## src/rtl/mul_share_ctrl_pkg.sv

```systemverilog
//------------------------------------------------------------------------------
// mul_share_ctrl_pkg : shared state encoding, widths and arbitration helper
// Rev 1.0
//------------------------------------------------------------------------------
`default_nettype none

package mul_share_ctrl_pkg;

  localparam int OPW = 4;
  localparam int PRW = 8;
  localparam int CNTW = 8;

  typedef enum logic [1:0] {
    IDLE = 2'd0,
    CALC = 2'd1,
    DONE = 2'd2
  } state_t;

  typedef enum logic {
    CH0 = 1'b0,
    CH1 = 1'b1
  } chan_t;

  // On a tie, round-robin favours whichever channel was not served last.
  function automatic chan_t pick_winner(input logic  req_0,
                                        input logic  req_1,
                                        input logic  fixed_prio,
                                        input chan_t last);
    chan_t win;
    win = CH0;
    if (req_0 && req_1) begin
      if (fixed_prio) begin
        win = CH0;
      end else if (last == CH0) begin
        win = CH1;
      end else begin
        win = CH0;
      end
    end else if (req_1) begin
      win = CH1;
    end
    return win;
  endfunction

endpackage

`default_nettype wire

```

## src/rtl/multiplier_4b.sv

```systemverilog
//------------------------------------------------------------------------------
// multiplier_4b : combinational unsigned OPW x OPW shift-add array multiplier
// Rev 1.0
//------------------------------------------------------------------------------
`default_nettype none

module multiplier_4b
  import mul_share_ctrl_pkg::*;
(
  input  logic [OPW-1:0] i_a,
  input  logic [OPW-1:0] i_b,
  output logic [PRW-1:0] o_p
);

  logic [PRW-1:0] w_pp  [OPW];
  logic [PRW-1:0] w_sum [OPW+1];

  assign w_sum[0] = '0;

  for (genvar i = 0; i < OPW; i++) begin : g_pp
    assign w_pp[i]    = i_b[i] ? (PRW'(i_a) << i) : '0;
    assign w_sum[i+1] = w_sum[i] + w_pp[i];
  end

  assign o_p = w_sum[OPW];

endmodule

`default_nettype wire

```

## src/rtl/mul_share_ctrl.sv

```systemverilog
//------------------------------------------------------------------------------
// mul_share_ctrl : two-channel arbiter sharing one 4x4 multiplier, 4-phase acks
// Rev 1.0
//------------------------------------------------------------------------------
`default_nettype none

module mul_share_ctrl
  import mul_share_ctrl_pkg::*;
#(
  parameter bit FIXED_PRIO = 1'b0
)
(
  input  logic            clk,
  input  logic            rst,
  input  logic            req0,
  input  logic [OPW-1:0]  a0,
  input  logic [OPW-1:0]  b0,
  input  logic            req1,
  input  logic [OPW-1:0]  a1,
  input  logic [OPW-1:0]  b1,
  output logic            ack0,
  output logic            ack1,
  output logic [PRW-1:0]  prod,
  output logic            busy,
  output logic [CNTW-1:0] op_cnt
);

  state_t          r_state;
  state_t          w_next;
  chan_t           r_id;
  chan_t           r_last;
  chan_t           w_win;
  logic [OPW-1:0]  r_opa;
  logic [OPW-1:0]  r_opb;
  logic [PRW-1:0]  r_prod;
  logic [CNTW-1:0] r_op_cnt;
  logic [PRW-1:0]  w_mul;
  logic            w_grant;
  logic            w_release;
  logic            w_served_req;

  assign w_win        = pick_winner(req0, req1, FIXED_PRIO, r_last);
  assign w_served_req = (r_id == CH1) ? req1 : req0;

  always_comb begin
    w_next    = r_state;
    w_grant   = 1'b0;
    w_release = 1'b0;
    unique case (r_state)
      IDLE: begin
        if (req0 || req1) begin
          w_next  = CALC;
          w_grant = 1'b1;
        end
      end
      CALC: begin
        w_next = DONE;
      end
      DONE: begin
        // Hold the ack until the served requester completes its handshake.
        if (!w_served_req) begin
          w_next    = IDLE;
          w_release = 1'b1;
        end
      end
      default: begin
        w_next = IDLE;
      end
    endcase
  end

  always_ff @(posedge clk or posedge rst) begin
    if (rst) begin
      r_state <= IDLE;
    end else begin
      r_state <= w_next;
    end
  end

  always_ff @(posedge clk or posedge rst) begin
    if (rst) begin
      r_opa  <= '0;
      r_opb  <= '0;
      r_id   <= CH0;
      r_last <= CH0;
    end else begin
      if (w_grant) begin
        r_opa <= (w_win == CH1) ? a1 : a0;
        r_opb <= (w_win == CH1) ? b1 : b0;
        r_id  <= w_win;
      end
      if (w_release) begin
        r_last <= r_id;
      end
    end
  end

  multiplier_4b u_mul (
    .i_a (r_opa),
    .i_b (r_opb),
    .o_p (w_mul)
  );

  always_ff @(posedge clk or posedge rst) begin
    if (rst) begin
      r_prod   <= '0;
      r_op_cnt <= '0;
    end else begin
      if (r_state == CALC) begin
        r_prod <= w_mul;
      end
      if (w_release) begin
        r_op_cnt <= r_op_cnt + 1'b1;
      end
    end
  end

  assign ack0   = (r_state == DONE) && (r_id == CH0);
  assign ack1   = (r_state == DONE) && (r_id == CH1);
  assign busy   = (r_state != IDLE);
  assign prod   = r_prod;
  assign op_cnt = r_op_cnt;

endmodule

`default_nettype wire

```

## config.mk

```make
export PLATFORM = sky130hd
export DESIGN_NAME = mul_share_ctrl
export DESIGN_NICKNAME = d
export VERILOG_FILES = /design/src/rtl/mul_share_ctrl_pkg.sv /design/src/rtl/multiplier_4b.sv /design/src/rtl/mul_share_ctrl.sv
export SDC_FILE = /design/constraint.sdc
export NUM_CORES = 1
export LEC_CHECK = 0
export ABC_AREA = 1
export BUFFER_PORTS_ARGS = -buffer_cell sky130_fd_sc_hd__buf_2
export CORE_UTILIZATION = 34
export CTS_CLUSTER_SIZE = 40
export DETAILED_ROUTE_END_ITERATION = 8
export GPL_TIMING_DRIVEN = 0
export SLEW_MARGIN = 20
export SYNTH_ARGS = -nofsm -noshare
export SYNTH_HDL_FRONTEND = slang
export SYNTH_SLANG_ARGS = --single-unit
```

## constraint.sdc

```tcl
create_clock -name clk -period 3.8 [get_ports clk]
set_input_delay 0 -clock clk [delete_from_list [all_inputs] [get_ports clk]]
set_output_delay 0 -clock clk [all_outputs]
set_load 0.05 [all_outputs]
```

# After elaboration in Yosys (flattened, before gate mapping)
# Cells that the tools add are included.
[totals] reg_bits=28 latch_bits=0 mem_bits_rw=0 romBits=0 out_inout_bits=19 wordCells=40 memories=0
[classes] n_addsub=4 multipliers=0 div=0 n_lt_le_gt_ge=0 n_eq_ne=4 shifts=0 n_mux=17 bitwise_logic=1 n_reduce_logical=7
[op_table] cell="$mux 4" n=3
[op_table] cell="$add 8x1->8 const B" n=1
[op_table] cell="$add 8x6->8" n=1
[op_table] cell="$add 8x7->8" n=1
[op_table] cell="$add 8x8->8" n=1
[op_table] cell="$mux 1" n=8
[op_table] cell="$mux 7" n=1
[op_table] cell="$mux 6" n=1
[op_table] cell="$pmux 2 s3" n=1
[op_table] cell="$mux 5" n=1
[op_table] cell="$mux 2" n=2
[op_table] cell="$ne 2x2->1 const B" n=2
[op_table] cell="$logic_and 1x1->1" n=3
[op_table] cell="$eq 2x1->1 const B" n=1
[op_table] cell="$eq 2x2->1 const B" n=1
[op_table] cell="$logic_not 2->1" n=1
[op_table] cell="$reduce_and 2->1" n=1
[op_table] cell="$reduce_bool 2->1" n=1
[op_table] cell="$logic_or 1x1->1" n=1
[op_table] cell="$not 1->1" n=1

# Logic depth before layout (Yosys ltp)
# Gate-level depths: netlist of run 1.
[depth] ltp_word=4 mapped_depth=12 ltp_nobuf=12

# By module
# A second synthesis of run 1 with hierarchy kept.
[hier_totals] cells_unflattened=217 hier_area_um2=1799.2
[modules_own_cells] mod="mul_share_ctrl" instances=1 cells_each=138 area_per_inst_um2=1327.5
[modules_own_cells] mod="multiplier_4b" instances=1 cells_each=79 area_per_inst_um2=471.7

# Least setup slack after synthesis of run 1
# OpenSTA, ideal clock, no wires.
[synth_timing] kind="flip-flop to flip-flop" from="reg r_opa[0]" to="reg r_prod[7], in the netlist prod[7]" setup_time_ns=0.118 arrival_time_ns=2.406 required_ns=3.682 path_slack_ns=1.277 path_stages_with_launch=13 path_buffers=0 cell_sequence="dfrtp_1 > nand2_1 > inv_1 > fa_1 > fa_1 > ha_1 > fa_1 > nand2_1 > nand2_1 > nand2_1 > nand2_1 > nand3_1 > nand2_1"
[synth_between] elab_chain_len=4
[synth_rtl] element="start, declared" line_no="mul_share_ctrl.sv:33" rtl="logic [OPW-1:0] r_opa;"
[synth_rtl] element="start signal, assigned" line_no="mul_share_ctrl.sv:88" rtl="r_opa <= (w_win == CH1) ? a1 : a0;"
[synth_rtl] element="$mux 4 / $mux 5 (equally long branches)" line_no="multiplier_4b.sv:21" rtl="assign w_pp[i] = i_b[i] ? (PRW'(i_a) << i) : '0;"
[synth_rtl] element="$add 8x8->8" line_no="multiplier_4b.sv:22" rtl="assign w_sum[i+1] = w_sum[i] + w_pp[i];"
[synth_rtl] element="$add 8x6->8" line_no="multiplier_4b.sv:22"
[synth_rtl] element="$add 8x7->8 *" line_no="multiplier_4b.sv:22"
[synth_rtl] element="end signal, assigned" line_no="mul_share_ctrl.sv:110" rtl="r_prod <= w_mul;"
[synth_rtl] element="end, declared" line_no="mul_share_ctrl.sv:35" rtl="logic [PRW-1:0] r_prod;"
# Every way passes the cells marked *; elsewhere a longest branch is shown, timed or not.
# A chain may end at the register's enable or synchronous reset.

# Worst setup path in the final report of run 1
# Same ends and word-level chain as after synthesis.

==> results of run 1 <==
==> metrics by stage <==
stage,power (uW),setup WS [ns]
floorplan,1607,1.277
global placement,1869,1.163
detailed placement,1882,1.151
CTS,2170,1.134
global route,2407,0.9355
finish,2144,1.152
==> routing by layer <==
metal  GRT usage  share of wire
met5           0              0
met4     0.05229          0.016
met3     0.01796          0.035
met2      0.2325           0.42
met1      0.2012           0.52
==> layout make-up <==
| class | instances | area, sq um | area share |
|---|---|---|---|
| sequential | 28 | 700.7 | 0.3166 |
| tap | 67 | 83.83 | 0.03787 |
| timing repair buffer | 55 | 360.3 | 0.1628 |
| multi-input combinational | 162 | 897.1 | 0.4053 |
| buffer | 1 | 11.26 | 0.005088 |
| inverter | 28 | 105.1 | 0.04748 |
| clock buffer | 4 | 55.05 | 0.02487 |
==> cells in the final DEF (no fill, tap or decap), drive strengths merged <==
cell and count:
nand2 95, buf 39, dfrtp 28, inv 28, nor2 20, dlygate4sd3 17
nand3 12, ha 11, a31oi 8, o21ai 6, fa 5, clkbuf 4
xor2 1, xnor2 1, nand3b 1, nand4 1, a21oi 1
==> path summary, 6_finish.rpt <==
check                        endpoint  slack [ns]  cells after the start
hold / removal              op_cnt[2]        0.16                      4
setup reg to reg              prod[7]        1.15                     12
max in group asynchronous  r_state[0]        3.09                      3
hold reg to reg               prod[1]        0.47                      2
setup / recovery              prod[7]        1.15                     12
min in group asynchronous     prod[2]        0.32                      3
==> tightest hold or removal path: stages <==
cell and delay (ns):
buf_2 0.13, nand2_4 0.07, nand3_4 0.12, o21ai_0 0.08
==> sequential cells by signal (all words and copies together), names as in the netlist <==
signal	flops
op_cnt	8
r_opb	4
r_id	1
r_state	2
r_opa	4
prod	8
r_last	1
==> cells by family after synthesis <==
kind of cell	count (synthesis)
buf+inv	29
fa+ha+maj	16
xor+xnor	2
flops	28
simple gates	129
compound gates	15
==> power by group <==
part / internal, uW / leakage, uW / switching (uW)
sequential: 423 / 0.000347 / 123
combinational: 528 / 0.000841 / 882
clock: 92.9 / 0.0000288 / 95.5
==> timing repair <==
item | 4_1_cts | 5_1_grt
hold buffers | 17 | 0
endpoints found under the hold margin | 36 | 0
gates resized for setup | 0 | 0
==> impl_metrics.csv, run 1 <==
group,metric,value,unit
outcome,status,"finished, final reports clean",
synth,synth_compound_area_frac,0.05182,
timing,report.final.slew_viol_count,0,
layout,design_area,2213,sq um
clock_network,cts_buffer_depth,2,
placement,dp_hpwl,2535,microns
setup_path,cp_max_fo,5,
global_route,grt_pass1_wl,6072,microns
synth,synth_edf_count,0,
detailed_routing,ant_nets,0,
floorplanning,die_h,73.01,microns
power,p_leak,0.001217,uW
clock_network,numCtsBuffers,3,
setup_path,path_cells,"nand2_1 > inv_1 > fa_1 > fa_1 > ha_1 > fa_1 > nand2_1 > nand2_1 > nand2_1 > nand2_1 > nand3_1 > nand2_1",
setup_path,start_kind,"flop",
placement,portBuffers,38,
global_route,antenna_found_initial,0,
global_route,grt_max_degree,29,
setup_path,end_kind,"flop",
synth,synth_fa_ha_area_frac,0.1387,
timing,timing.final.crit_period,2.648,ns
power,ir_worst_vdd,351.3,uV
synth,post-synth-top-area-cell,"dfrtp_1",
timing,fin_tns_setup,0,ns
synth,yosysMostFrequentCell,"nand2_1",
timing,finClkSkew,0.003938,ns
global_route,grt_overflow_total,0,
timing,max_slew_margin,0.6111,
detailed_routing,wl_per_cell,10.12,microns
synth,yosysUniqueCellTypes,23,
clock_network,clkTransAtPathRegs,0.10,ns
synth,synth_common_cells,"91 x nand2_1, 28 x dfrtp_1, 22 x inv_1",
setup_path,r2r-start,"r_opa[0]",
timing,setup_viol,0,
timing,hold_viol_final,0,
synth,synth_ff_type,"dfrtp_1",
clock_network,root_buffer,"clkbuf_8",
floorplanning,io_pins,39,
layout,area_delta_synth_final,29.12,%
detailed_routing,drc,0,
setup_path,crit_type,"flop to flop",
synth,syn_area,1714,sq um
synth,synth-xor-area-share,0.01022,
synth,muxShareOfSynthArea,0,
placement,place_inst,324,
layout,final_cells,345,
detailed_routing,wirelength,3491,microns
run,cap_violations,0,
synth,yosysWarnings,0,
setup_path,crit_top_cell,"nand2_1",
setup_path,slowest_stage,"fa_1",
floorplanning,rows,25,
synth,synthesis.nets,255,
placement,dpl_cell_area,1988,sq um
layout,fill_cells,506,
layout,fin_nets,315,
timing,fmax,0.3777,GHz
clock_network,cts_setup_buffers,0,
global_route,grt_pass1_vias,1380,
setup_path,cp_top_family,"adder cells",
detailed_routing,drtPass1Iterations,4,
synth,synth_top_area_frac,0.4088,
timing,worstMarginPinSlew,0.5825,ns
setup_path,cp_num_buf_inv,1,
clock_network,clock_sinks,28,
detailed_routing,initialDrtViolationCount,28,
clock_network,htreeDepth,1,
power,powerDensity,968.6,nW/um^2
floorplanning,dieArea,5330,sq um
timing,timing.final.crit_share,0.6967,
floorplanning,die_w,73.01,microns
synth,synth-simple-area-share,0.3226,
setup_path,crit_start,"r_opa[0]",
floorplanning,coreArea,4786,sq um
setup_path,cpPeakStageDelay,0.50,ns
detailed_routing,vias_per_cell,4.333,
synth,async_flop_share,1.000,
synth,ys_seq_area_frac,0.4088,
timing,grt_setup_unrepaired,"no",
synth,synth_top_family_by_area,"simple AND/OR/NAND/NOR gates",
hold_path,hp-start,"req0",
layout,fin_util,0.4625,
global_route,grt.total_usage,0.1451,
synth,netlist_instances,219,
timing,holdWs,0.1608,ns
synth,postSynthAreaPerCell,7.827,sq um
synth,ys_ff_latch,28,
clock_network,tritoncts,"yes",
setup_path,worst_ep_required_time,3.98,ns
synth,synth_area_leaders,"dfrtp_1 41%, nand2_1 20%, ha_1 8.0%",
layout,drive_gt1_frac,0.2158,
detailed_routing,num_vias,1495,
floorplanning,start_util,0.3582,
clock_network,worst_skew_pair.late_latency,0.28,ns
layout,n_antenna_cell,0,
setup_path,cp.arrival,2.83,ns
placement,routabilityCongestion,0.7933,
hold_path,min_path_type,"input pin to flop",
Power figures use the tool's default switching activity.
==> run 2, diff against run 1 <==
- ABC_AREA: 1 -> 0
- clock period: 3.8 -> 2.65 ns (I/O delays scaled with it)
==> impl_metrics.csv, run 2 <==
group,metric,value,unit
timing,timing.final.crit_period,2.633,ns
detailed_routing,ant_nets,0,
detailed_routing,initialDrtViolationCount,30,
detailed_routing,dr_wl_met3,131,microns
global_route,antenna_found_initial,0,
timing,setup_viol,0,
floorplanning,die_w,71.94,microns
layout,drive_gt1_frac,0.4433,
detailed_routing,wl_met1,1494,microns
global_route,grt.total_usage,0.1332,
layout,layout_commonest_cell,"buf_2",
detailed_routing,drc,0,
timing,report.final.slew_viol_count,0,
clock_network,root_buffer,"clkbuf_8",
clock_network,clock_sinks,28,
timing,grt_setup_unrepaired,"yes",
clock_network,numCtsBuffers,3,
global_route,grt_pass1_wl,5492,microns
synth,yosysUniqueCellTypes,29,
floorplanning,die_h,71.94,microns
synth,async_flop_share,1.000,
timing,timing.final.crit_share,0.9935,
floorplanning,start_util,0.3521,
timing,fmax,0.3798,GHz
placement,dp_hpwl,2277,microns
layout,area_delta_synth_final,25.58,%
placement,dpl_cell_area,1937,sq um
global_route,grt_overflow_total,0,
setup_path,worst_ep_required_time,2.87,ns
clock_network,clkTransAtPathRegs,0.10,ns
timing,worstMarginPinSlew,0.5993,ns
floorplanning,io_pins,39,
setup_path,cp.arrival,2.85,ns
detailed_routing,vias_per_cell,4.674,
synth,netlist_instances,142,
floorplanning,coreArea,4723,sq um
layout,fin_nets,231,
placement,portBuffers,38,
synth,yosysWarnings,0,
layout,design_area,2088,sq um
clock_network,htreeDepth,1,
synth,syn_area,1663,sq um
synth,ys_seq_area_frac,0.4214,
floorplanning,rows,25,
layout,n_antenna_cell,0,
run,cap_violations,0,
detailed_routing,wl_per_cell,11.87,microns
detailed_routing,route.met2.wl,1471,microns
global_route,grt_pass1_vias,1202,
hold_path,min_path_type,"input pin to flop",
synth,synth_area_leaders,"dfrtp_1 42%, mux2_2 15%, ha_1 8.3%",
synth,synth_top_area_frac,0.4214,
placement,routabilityCongestion,0.7601,
synth,postSynthAreaPerCell,11.71,sq um
timing,hold_viol_final,0,
floorplanning,dieArea,5175,sq um
global_route,grt_max_degree,29,
detailed_routing,num_vias,1220,
synth,synth_ff_type,"dfrtp_1",
timing,max_slew_margin,0.5999,
synth,post-synth-top-area-cell,"dfrtp_1",
layout,final_cell_mix,"39 x buf_2, 28 x dfrtp_1, 22 x mux2_2",
setup_path,start_kind,"flop",
synth,yosysMostFrequentCell,"dfrtp_1",
detailed_routing,wirelength,3097,microns
clock_network,cts_buffer_depth,2,
setup_path,crit_type,"flop to flop",
synth,synth_edf_count,0,
clock_network,worst_skew_pair.late_latency,0.27,ns
outcome,status,"finished, final reports clean",
synth,synth_common_cells,"28 x dfrtp_1, 22 x mux2_2, 11 x ha_1, 11 x nand2_1, 9 x and2_1",
synth,synthesis.nets,178,
synth,ys_ff_latch,28,
detailed_routing,top_layer_used,"met3",
timing,finClkSkew,0.005515,ns
detailed_routing,drtPass1Iterations,4,
clock_network,tritoncts,"yes",
setup_path,cp_max_fo,2,
setup_path,end_kind,"flop",
## run 2: logic make-up (layout without fill, tap and decap cells)
kind of cell               after synthesis  in the layout  share of synthesized area
xor gates and xnor gates                 8              8                    0.04213
muxes                                   24             24                     0.1640
AOI/OAI and AO/OA                       11             11                    0.03913
and+or+nand+nor                         46             46                     0.1693
adders and majority gates               16             16                     0.1430
DFF                                     28             28                     0.4214
buffers and inverters                    9             61                    0.02107
## run 2: cell type report
type	count	area [sq um]
plain buffers	1	5.005
clock buffers	4	55.05
fillers	455	2635
inverters	8	30.03
multi-input cells	105	945.9
flip-flops and latches	28	700.7
well taps	67	83.83
repair buffers	48	267.8
## run 2: metal layers
metal	GRT usage	vias up
li1	-	600
met1	0.1817	590
met2	0.2243	30
met3	0.03611	0
met4	0.006536	0
met5	0	-
## run 2: critical path, stage by stage, from the launching register on
cell	delay, ns
dfrtp_1	0.41
and2_4	0.15
fa_1	0.50
fa_1	0.55
ha_2	0.19
fa_2	0.23
a21oi_2	0.07
or4_1	0.41
nand3_2	0.08
## run 2: stage by stage
stage	setup slack (ns)	hold WS [ns]	cells	utilization	setup TNS [ns]
global route	-0.06761	0.05742	261	0.4421	-0.07006
detailed placement	-0.09718	0.3298	247	0.4101	-0.1385
CTS	0.01187	0.02543	257	0.4331	0
global placement	-0.1067	0.3142	247	0.4101	-0.1226
finish	0.01723	0.04509	261	0.4421	0
floorplan	0.06023	0.06541	142	-	0
## run 2: worst paths after layout
| check | to | cells after the start | slack, ns | startpoint |
|---|---|---|---|---|
| setup / recovery | prod[7] | 8 | 0.02 | r_opb[3] |
| hold / removal | r_last | 3 | 0.05 | req1 |
| setup reg to reg | prod[7] | 8 | 0.02 | r_opb[3] |
| hold reg to reg | op_cnt[7] | 1 | 0.47 | op_cnt[7] |
| max in group asynchronous | r_state[0] | 3 | 1.92 | rst |
| min in group asynchronous | op_cnt[7] | 3 | 0.33 | rst |
## run 2: what timing repair did
action                                 CTS  global route
resized for setup                        3             3
hold buffers                             0             1
buffers inserted                         6             3
endpoints found under the hold margin    0            28
pin swaps                                3             5
setup endpoints to repair                3             3
Power of run 2 is not shown: default switching activity piles up to over one toggle a cycle in this logic, so the estimate is an artifact.
==> run 3, diff against run 2 <==
- RECOVER_POWER: not set -> 25
- SKIP_LAST_GASP: not set -> 1
==> impl_metrics.csv, run 3 (synthesis results as in run 2) <==
group,metric,value,unit
clock_network,worst_skew_pair.late_latency,0.27,ns
setup_path,crit_start,"r_opb[3]",
run,cap_violations,0,
floorplanning,die_h,71.94,microns
detailed_routing,initialDrtViolationCount,30,
timing,timing.final.crit_share,0.9935,
timing,timing.final.crit_period,2.633,ns
detailed_routing,wirelength,3097,microns
layout,layout_commonest_cell,"buf_2",
outcome,status,"finished, final reports clean",
timing,grt_setup_unrepaired,"yes",
setup_path,r2r-start,"r_opb[3]",
clock_network,clock_sinks,28,
timing,holdWs,0.04509,ns
clock_network,htreeDepth,1,
setup_path,crit_path_end,"prod[7]",
timing,finClkSkew,0.005515,ns
hold_path,hp-start,"req1",
layout,fin_nets,231,
layout,area_delta_synth_final,25.58,%
setup_path,worst_ep_required_time,2.87,ns
placement,portBuffers,38,
setup_path,r2r_slack,0.02,ns
layout,final_cell_mix,"39 x buf_2, 28 x dfrtp_1, 22 x mux2_2",
timing,worstMarginPinSlew,1.077,ns
global_route,grt.total_usage,0.1332,
detailed_routing,drtPass1Iterations,4,
setup_path,end_kind,"flop",
clock_network,tritoncts,"yes",
timing,fmax,0.3798,GHz
setup_path,cp.arrival,2.85,ns
placement,dp_hpwl,2277,microns
detailed_routing,wl_per_cell,11.87,microns
timing,hold_viol_final,0,
clock_network,root_buffer,"clkbuf_8",
detailed_routing,ant_nets,0,
floorplanning,dieArea,5175,sq um
layout,fill_cells,455,
timing,setup_viol,0,
clock_network,numCtsBuffers,3,
setup_path,r2r_cells,8,
setup_path,reg2reg_to,"prod[7]",
detailed_routing,vias_per_cell,4.674,
timing,report.final.slew_viol_count,0,
clock_network,clkTransAtPathRegs,0.10,ns
floorplanning,io_pins,39,
global_route,grt_pass1_vias,1202,
layout,drive_gt1_frac,0.4381,
setup_path,crit_type,"flop to flop",
global_route,grt_overflow_total,0,
placement,routabilityCongestion,0.7601,
global_route,grt_pass1_wl,5492,microns
floorplanning,rows,25,
detailed_routing,num_vias,1220,
setup_path,cp_max_fo,2,
clock_network,cts_buffer_depth,2,
global_route,antenna_found_initial,0,
setup_path,start_kind,"flop",
floorplanning,start_util,0.3521,
global_route,grt_max_degree,29,
layout,n_antenna_cell,0,
floorplanning,die_w,71.94,microns
detailed_routing,drc,0,
timing,max_slew_margin,0.2811,
floorplanning,coreArea,4723,sq um
hold_path,min_path_type,"input pin to flop",
==> run 3: cell types whose count changed in the layout (fill, tap and decap cells not counted) <==
cell	before	now
inv_1	7	8
inv_2	1	0
==> run 3: final cells by class <==
cell class / count / area (sq um) / area share
buffer: 1 / 5.005 / 0.002397
tap: 67 / 83.83 / 0.04014
timing repair buffer: 48 / 267.8 / 0.1282
sequential: 28 / 700.7 / 0.3355
clock buffer: 4 / 55.05 / 0.02636
multi-input combinational: 105 / 945.9 / 0.4530
inverter: 8 / 30.03 / 0.01438
==> run 3: timing repair <==
item / 4_1_cts / 5_1_grt
setup endpoints to repair: 3 / 3
endpoints found under the hold margin: 0 / 28
buffers inserted: 6 / 3
pin swaps: 3 / 5
resized for setup: 3 / 3
hold buffers: 0 / 1
==> run 3: routing by layer <==
metal | track usage | up-vias | routed length (microns) | share of wire
li1 | - | 600 | - | -
met1 | 0.1817 | 590 | 1494 | 0.48
met2 | 0.2243 | 30 | 1471 | 0.47
met3 | 0.03611 | 0 | 131 | 0.042
met4 | 0.006536 | 0 | 0 | 0
met5 | 0 | - | 0 | 0
==> run 3: per-stage QoR <==
stage / setup slack (ns) / area (sq um) / cells / utilization / TNS [ns]
after detailed placement: -0.09718 / 1937 / 247 / 0.4101 / -0.1385
after floorplan: 0.06023 / 1663 / 142 / - / 0
after global routing: -0.06761 / 2088 / 261 / 0.4421 / -0.07006
final: 0.01723 / 2088 / 261 / 0.4421 / 0
after global placement: -0.1067 / 1937 / 247 / 0.4101 / -0.1226
after CTS: 0.01187 / 2046 / 257 / 0.4331 / 0
==> run 3: how the worst min path moves through the flow <==
stage,end,slack [ns],depth (start not counted)
finish,r_last,0.05,3
floorplan,op_cnt[0],0.07,1
detailed placement,op_cnt[7],0.33,2
CTS,prod[5],0.03,2
global placement,op_cnt[7],0.31,2
global route,r_last,0.06,3
==> run 3: critical path: stages (launching register included) <==
cell and delay [ns]:
dfrtp_1 0.41, and2_4 0.15, fa_1 0.50, fa_1 0.55
ha_2 0.19, fa_2 0.23, a21oi_2 0.07, or4_1 0.41
nand3_2 0.08
Power of run 3 is left out for the same reason.
